File: config.mk
export PLATFORM = sky130hd
export DESIGN_NAME = axi4lite_apb_frontend
export DESIGN_NICKNAME = d
export VERILOG_FILES = /design/src/rtl/axi4lite_apb_frontend.sv
export SDC_FILE = /design/constraint.sdc
export NUM_CORES = 1
export LEC_CHECK = 0
export CAP_MARGIN = 10
export CORE_AREA = 10 10 145 147
export DETAILED_ROUTE_END_ITERATION = 16
export DIE_AREA = 0 0 155 157
export PLACE_DENSITY = 0.78
export SLEW_MARGIN = 30
export SYNTH_ARGS = -nofsm -noshare
export SYNTH_HDL_FRONTEND = slang
export SYNTH_SLANG_ARGS = --single-unit
export TNS_END_PERCENT = 10
File: constraint.sdc
create_clock -name PCLK -period 2.56 [get_ports PCLK]
set_clock_uncertainty 0.15 [all_clocks]
set_input_delay 0.768 -clock PCLK [delete_from_list [all_inputs] [get_ports PCLK]]
set_output_delay 0.768 -clock PCLK [all_outputs]
set_load 0.02 [all_outputs]
File: src/rtl/axi4lite_apb_frontend.sv
// AXI4-Lite slave front end of the AXI4-Lite-to-APB bridge: holds AW/W/AR, arbitrates, decodes the slave and
// drives the APB master request interface. Optional WSTRB checking is enabled by defining AXI2APB_STRB_CHK_EN.
module axi4lite_apb_frontend #(
    parameter int C_APB_NUM_SLAVES = 1,
    parameter int C_ADDR_SEL_LSB   = 12
) (
    input  logic        PCLK,
    input  logic        PRESETn,
    input  logic        AWVALID,
    output logic        AWREADY,
    input  logic [31:0] AWADDR,
    input  logic        WVALID,
    output logic        WREADY,
    input  logic [31:0] WDATA,
    input  logic [3:0]  WSTRB,
    output logic        BVALID,
    input  logic        BREADY,
    output logic [1:0]  BRESP,
    input  logic        ARVALID,
    output logic        ARREADY,
    input  logic [31:0] ARADDR,
    output logic        RVALID,
    input  logic        RREADY,
    output logic [31:0] RDATA,
    output logic [1:0]  RRESP,
    output logic        STREQ,
    output logic        SWRT,
    output logic        SSEL,
    output logic [31:0] SADDR,
    output logic [31:0] SWDATA,
    output logic [3:0]  SLV_IDX,
    input  logic [31:0] SRDATA,
    input  logic [1:0]  APB_STATE,
    input  logic        PREADY,
    input  logic        PSLVERR,
    output logic [2:0]  dbg_state
);

    // Handshakes: a beat transfers on a rising PCLK edge where VALID and READY are both high; VALID, once
    // raised, is held with its payload stable until that edge.
    typedef enum logic [2:0] {S_IDLE, S_ISSUE, S_WAIT, S_BRESP, S_RRESP} state_t;

    localparam logic [4:0] NUM_SLV = 5'(C_APB_NUM_SLAVES);
    localparam logic [1:0] APB_SETUP  = 2'd1;
    localparam logic [1:0] APB_ACCESS = 2'd2;

    state_t      state, state_d;
    logic        aw_held, w_held, ar_held;
    logic [31:0] aw_addr, w_data, ar_addr;
    logic        last_rd;
    logic [1:0]  resp_q;
    logic [3:0]  wr_idx, rd_idx;
    logic        wr_dec_err, rd_dec_err, strb_err;
    logic        wr_go, rd_go, pick_wr, pick_rd;
    logic        take_wr, take_rd, setup_seen, xfer_done;

`ifdef AXI2APB_STRB_CHK_EN
    logic [3:0]  w_strb;
    assign strb_err = (w_strb != 4'hF);
`else
    logic        strb_unused;
    assign strb_unused = ^WSTRB;
    assign strb_err    = 1'b0;
`endif

    assign AWREADY = PRESETn & ~aw_held;
    assign WREADY  = PRESETn & ~w_held;
    assign ARREADY = PRESETn & ~ar_held;

    assign wr_idx     = aw_addr[C_ADDR_SEL_LSB +: 4];
    assign rd_idx     = ar_addr[C_ADDR_SEL_LSB +: 4];
    assign wr_dec_err = ({1'b0, wr_idx} >= NUM_SLV);
    assign rd_dec_err = ({1'b0, rd_idx} >= NUM_SLV);

    // When both directions are ready, the one not served last goes first.
    assign wr_go   = aw_held & w_held;
    assign rd_go   = ar_held;
    assign pick_wr = wr_go & (~rd_go | last_rd);
    assign pick_rd = rd_go & ~pick_wr;

    assign BVALID    = (state == S_BRESP);
    assign RVALID    = (state == S_RRESP);
    assign BRESP     = resp_q;
    assign RRESP     = resp_q;
    assign dbg_state = state;

    always_ff @(posedge PCLK or negedge PRESETn) begin
        if (!PRESETn) state <= S_IDLE;
        else          state <= state_d;
    end

    always_comb begin
        state_d    = state;
        take_wr    = 1'b0;
        take_rd    = 1'b0;
        setup_seen = 1'b0;
        xfer_done  = 1'b0;
        case (state)
            S_IDLE: begin
                if (pick_wr) begin
                    take_wr = 1'b1;
                    state_d = (wr_dec_err || strb_err) ? S_BRESP : S_ISSUE;
                end else if (pick_rd) begin
                    take_rd = 1'b1;
                    state_d = rd_dec_err ? S_RRESP : S_ISSUE;
                end
            end
            S_ISSUE: begin
                if (APB_STATE == APB_SETUP) begin
                    setup_seen = 1'b1;
                    state_d    = S_WAIT;
                end
            end
            S_WAIT: begin
                if (APB_STATE == APB_ACCESS && PREADY) begin
                    xfer_done = 1'b1;
                    state_d   = SWRT ? S_BRESP : S_RRESP;
                end
            end
            S_BRESP: if (BREADY) state_d = S_IDLE;
            S_RRESP: if (RREADY) state_d = S_IDLE;
            default: state_d = S_IDLE;
        endcase
    end

    always_ff @(posedge PCLK or negedge PRESETn) begin
        if (!PRESETn) begin
            aw_held <= 1'b0;
            w_held  <= 1'b0;
            ar_held <= 1'b0;
            aw_addr <= '0;
            w_data  <= '0;
            ar_addr <= '0;
`ifdef AXI2APB_STRB_CHK_EN
            w_strb  <= '0;
`endif
            last_rd <= 1'b1;
            resp_q  <= 2'b00;
            RDATA   <= '0;
            STREQ   <= 1'b0;
            SSEL    <= 1'b0;
            SWRT    <= 1'b0;
            SADDR   <= '0;
            SWDATA  <= '0;
            SLV_IDX <= '0;
        end else begin
            // Holders refill while a transfer is in flight so the next request is already waiting.
            if (take_wr) begin
                aw_held <= 1'b0;
            end else if (AWVALID && AWREADY) begin
                aw_held <= 1'b1;
                aw_addr <= AWADDR;
            end
            if (take_wr) begin
                w_held <= 1'b0;
            end else if (WVALID && WREADY) begin
                w_held <= 1'b1;
                w_data <= WDATA;
`ifdef AXI2APB_STRB_CHK_EN
                w_strb <= WSTRB;
`endif
            end
            if (take_rd) begin
                ar_held <= 1'b0;
            end else if (ARVALID && ARREADY) begin
                ar_held <= 1'b1;
                ar_addr <= ARADDR;
            end

            if (take_wr) begin
                last_rd <= 1'b0;
                if (wr_dec_err) begin
                    resp_q <= 2'b11;
                end else if (strb_err) begin
                    resp_q <= 2'b10;
                end else begin
                    SADDR   <= aw_addr;
                    SWDATA  <= w_data;
                    SWRT    <= 1'b1;
                    SLV_IDX <= wr_idx;
                    STREQ   <= 1'b1;
                    SSEL    <= 1'b1;
                end
            end
            if (take_rd) begin
                last_rd <= 1'b1;
                if (rd_dec_err) begin
                    resp_q <= 2'b11;
                    RDATA  <= '0;
                end else begin
                    SADDR   <= ar_addr;
                    SWRT    <= 1'b0;
                    SLV_IDX <= rd_idx;
                    STREQ   <= 1'b1;
                    SSEL    <= 1'b1;
                end
            end
            // Dropping STREQ once Setup is seen keeps the master from chaining a second transfer.
            if (setup_seen) STREQ <= 1'b0;
            if (xfer_done) begin
                resp_q <= PSLVERR ? 2'b10 : 2'b00;
                SSEL   <= 1'b0;
                if (!SWRT) RDATA <= SRDATA;
            end
        end
    end

endmodule

Word-level counts from Yosys, hierarchy flattened
Cells that the tools add are included.

Latch bits: 0. Output and inout port bits: 115. Register bits after elaboration: 208. Bits in writable memories: 0. Memories: 0. Word-level logic and storage cells: 116. ROM bits: 0.

Magnitude comparators: 2. $add $sub $neg: 0. Shifts and indexed selects: 0. Eq/ne operators: 11. Reductions and logical operators: 14. $mul: 0. Divide/modulo/power cells: 0. Bitwise gates (word level): 14. Mux-type cells: 59.

Operators with widths (count): $mux 32 (8); $mux 1 (31); $mux 3 (8); $mux 4 (4); $pmux 3 s5 (1); $mux 2 (7); $ge 4x1->1 const B (2); $reduce_and 2->1 (4); $reduce_bool 2->1 (4); $not 1->1 (7); $and 1x1->1 (6); $eq 3x2->1 const B (2); $reduce_and 5->1 (1); $logic_and 1x1->1 (4); $ne 2x1->1 const B (2); $ne 2x2->1 const B (2); $eq 3x1->1 const B (1); $eq 3x3->1 const B (1); $logic_not 3->1 (1); $ne 3x3->1 const B (1); $eq 2x1->1 const B (1); $eq 2x2->1 const B (1); $or 1x1->1 (1).

Depth between registers and ports, before layout
Depth after elaboration: 11. Depth in mapped cells: 7.

Worst setup path before layout
Ideal clock, no wire load.

Kind: input-to-reg. From: in APB_STATE[0]. To: reg RDATA[10]. Data arrival time: 2010 ps. Stages: 6. Required time: 2289 ps. Buffers on the path: 2. Slack: 279 ps. Setup time: 121 ps. Cells stage by stage: nand4bb_1 -> or3b_1 -> buf_2 -> o22a_4 -> buf_6 -> a22o_1.

Word-level cells in the longest chain between the ends: 5.

Ends and longest elaborated chain: from (decl) (RTL line 33) `input logic [1:0] APB_STATE,`; $eq 2x2->1 (RTL line 115) `if (APB_STATE == APB_ACCESS && PREADY) begin`; $logic_and 1x1->1 (RTL line 115); $mux 1 (RTL line 115); $mux 1 (RTL line 98) `case (state)`; $mux 32 (RTL line 200) `if (xfer_done) begin`; to (signal assigned) (RTL line 139) `RDATA <= '0;`; to (signal assigned) (RTL line 189) `RDATA <= '0;`; to (signal assigned) (RTL line 203) `if (!SWRT) RDATA <= SRDATA;`; to (decl) (RTL line 24) `output logic [31:0] RDATA,`.

Every way passes these cells. A chain may end at the register's enable or synchronous reset.

Final worst setup path
From: reg resp_q[0] (netlist: BRESP[0]). To: out RRESP[0].

RTL lines: from (decl) (RTL line 51) `logic [1:0] resp_q;`; from (signal assigned) (RTL line 201) `resp_q <= PSLVERR ? 2'b10 : 2'b00;`; to (decl) (RTL line 25) `output logic [1:0] RRESP,`.

No word-level cell between the ends.

==> run_results.csv <==
group,metric,value,unit
place,routabilityCongestion,0.782,
sta,min_period,2480,ps
clocking,root_buffer,"clkbuf_16",
synthesis,synth_seq_cells,208,
critical_path,reg2reg_depth,6,
sta,hold_viol,0,
cells_and_area,final.fill_count,1438,
sta,fin_crit_sh,96.9,%
detailed_routing,vias,5897,
critical_path,startpoint_type,"register",
global_route,grt_pass1_vias,6236,
cells_and_area,layout-drive-gt1-share,17.5,%
sta,setup_viol,0,
critical_path,cp_cell_sequence,"clkdlybuf4s50_1",
synthesis,syn_inst,656,
floorplan,coreArea,0.0183,mm^2
floorplan,die_area,0.0243,mm^2
global_route,gr-total-overflow,0,
critical_path,critPathMaxFanout,3,
place,dpl_cell_area,0.0109,mm^2
critical_path,crit_required,1640,ps
critical_path,crit_start,"BRESP[0]",
sta,rsz0062_at_grt,"no",
detailed_routing,routed_wl,22.2,mm
sta,drv_slew,0,
critical_path,reg2reg_to,"SSEL",
min_path,worstHoldPathType,"register to register",
power,vdd_drop_max,0.000698,V
synthesis,synthFlopType,"dfrtp_1",
cells_and_area,nNetsFinal,1057,
critical_path,slowest_stage,"clkdlybuf4s50_1",
global_route,grt_max_degree,116,
critical_path,r2r_start,"ar_held",
synthesis,avgSynthCellArea,12.3,um^2
clocking,h-tree-depth,1,
critical_path,timing.critical_path.buf_inv,1,
power,powerDensity,1180,mW/mm^2
floorplan,rows,50,
clocking,clk_pin_slew_worst_paths,60,ps
sta,fmax,403,MHz
synthesis,synth_area,0.00806,mm^2
global_route,antenna_found_initial,1,
cells_and_area,final_cell_area,0.0117,mm^2
clocking,cts_buffers,23,
clocking,cts_tree,"yes",
synthesis,ys_types,41,
synthesis,synth_area_leaders,"dfrtp_1 (64%), mux2_2 (13%), nand2_1 (7.6%)",
flow_run,cap_violations,0,
clocking,clk-insertion-delay-late,510,ps
clocking,clock_sinks,208,
global_route,gr-usage-all-layers,17.6,%
critical_path,crit_type,"register to primary output",
power,power.total,13.9,mW
floorplan,fp.dieW,155,um
place,place_inst,1122,
synthesis,yosysTopAreaCell,"dfrtp_1",
critical_path,crit_cells,1,
sta,hold_ws,307,ps
critical_path,critical_path.top_delay_family,"buffers and inverters",
detailed_routing,ant_nets,0,
critical_path,slowest_delay,650,ps
critical_path,cp.arrival,1560,ps
detailed_routing,post-route-drc-count,0,
status,outcome,"complete, no violations",
synthesis,synth_enable_flop_cells,0,
sta,timing.final.ws_setup,78.8,ps
place,dp_slack,-219,ps
floorplan,die_h,157,um
cells_and_area,num_antenna_cells,0,
place,dp_hpwl,15.3,mm
detailed_routing,vias_per_cell,5.07,
synthesis,yosysSeqAreaShare,64.6,%
clocking,clock_path_buffers,3,
cells_and_area,syn_to_final_growth,45.4,%
global_route,grt_pass1_wl,34.6,mm
synthesis,async_flop_share,100,%
critical_path,critPathCapture,"RRESP[0]",
synthesis,syn-num-nets,799,
cells_and_area,final_cells,1163,
detailed_routing,dr.pass1.iters,4,
floorplan,io_pins,258,
critical_path,r2r_slack,440,ps
critical_path,end_kind,"primary output",
cells_and_area,layout_commonest_cell,"clkdlybuf4s50_1",
sta,relSlewSlack,47.3,%
sta,worst-slew-pin-transition,791,ps
detailed_routing,wl_per_cell,19.1,um
synthesis,yosysTopAreaCellShare,64.2,%
place,port_buffers,253,
cells_and_area,final_cell_mix,"clkdlybuf4s50_1 (243), dfrtp_1 (206), nand2_1 (164), mux2_2 (96)",
detailed_routing,first_iter_violations,234,
power,leakage,5.33,nW
floorplan,start_util,44.0,%
synthesis,synth_warnings,0,
[metrics by stage]
stage / setup TNS [ps] / utilization [%]
final: 0 / 64.0
after global routing: 0 / 64.0
after CTS: 0 / 63.9
after detailed placement: -6430 / 59.7
after global placement: -6200 / 59.7
after floorplan: 0 / -
[routing by layer]
layer | share of wire [%] | global-route usage (%) | up-vias | wire length, um
met3 | 9.1 | 6.77 | 24 | 2010
met1 | 41 | 21.6 | 2925 | 9200
met4 | 1.2 | 3.69 | 2 | 272
li1 | - | - | 2761 | -
met2 | 48 | 28.8 | 185 | 10700
met5 | 0.076 | 0 | - | 17
[worst min-delay path, delay by kind of cell (launching register included)]
kind          cells  cell delay (ps)
simple gates      2              100
flops             1              340
[final cells by class]
cell class                 instances  area, um^2  area share, %
clock inverter                     8        96.3          0.822
sequential                       208        5210           44.4
tap                              234         293           2.50
clock buffer                      32         679           5.80
timing repair buffer             274        2780           23.7
inverter                           2        7.51         0.0640
multi-input combinational        405        2660           22.7
[power breakdown]
part / internal [mW] / leakage [nW] / switching [mW]
Clock: 2.05 / 0.385 / 1.28
Sequential: 4.78 / 2.59 / 0.819
Combinational: 2.57 / 2.35 / 2.36
Total: 9.40 / 5.33 / 4.47
[cells by family (layout without fill, tap and decap cells)]
| logic type | after synthesis | in the layout | synth area share (%) |
|---|---|---|---|
| muxes | 97 | 97 | 13.5 |
| buffers and inverters | 43 | 316 | 2.64 |
| DFF | 208 | 208 | 64.6 |
| AOI/OAI and AO/OA | 80 | 80 | 7.50 |
| and+or+nand+nor | 228 | 228 | 11.8 |
[cell usage after synthesis (2+ instances only)]
library cell,instances
a21oi_1,4
a22o_1,32
a31oi_1,28
and2_1,2
and3_1,9
buf_1,9
buf_2,11
buf_4,2
buf_6,4
clkbuf_1,15
dfrtp_1,207
inv_1,2
mux2_2,96
nand2_1,164
nand2b_1,4
nor2_1,32
nor2b_1,6
nor4_1,2
o21a_1,2
o21ai_0,4
[sequential cells by signal, indices dropped and copies added (netlist names), 2 cells and up]
| signal | count |
|---|---|
| SWDATA | 32 |
| dbg_state | 3 |
| SADDR | 32 |
| aw_addr | 32 |
| SLV_IDX | 4 |
| ar_addr | 32 |
| BRESP | 2 |
| w_data | 32 |
| RDATA | 32 |
[worst min-delay path by stage]
stage	startpoint	end	slack, ps	depth (start not counted)
detailed placement	w_data[17]	SWDATA[17]	300	2
finish	w_data[3]	SWDATA[3]	310	2
CTS	w_data[3]	SWDATA[3]	310	2
global route	w_data[3]	SWDATA[3]	330	2
floorplan	w_data[0]	SWDATA[0]	280	2
global placement	w_data[23]	SWDATA[23]	290	2
[repair_timing]
action	CTS	global route
hold buffers	1	0
pin swaps	0	0
gates resized for setup	8	2
buffers inserted	0	0
hold endpoints to repair	1	0
setup endpoints to repair	8	2
gates cloned	0	0
(Power assumes the default switching activity.)
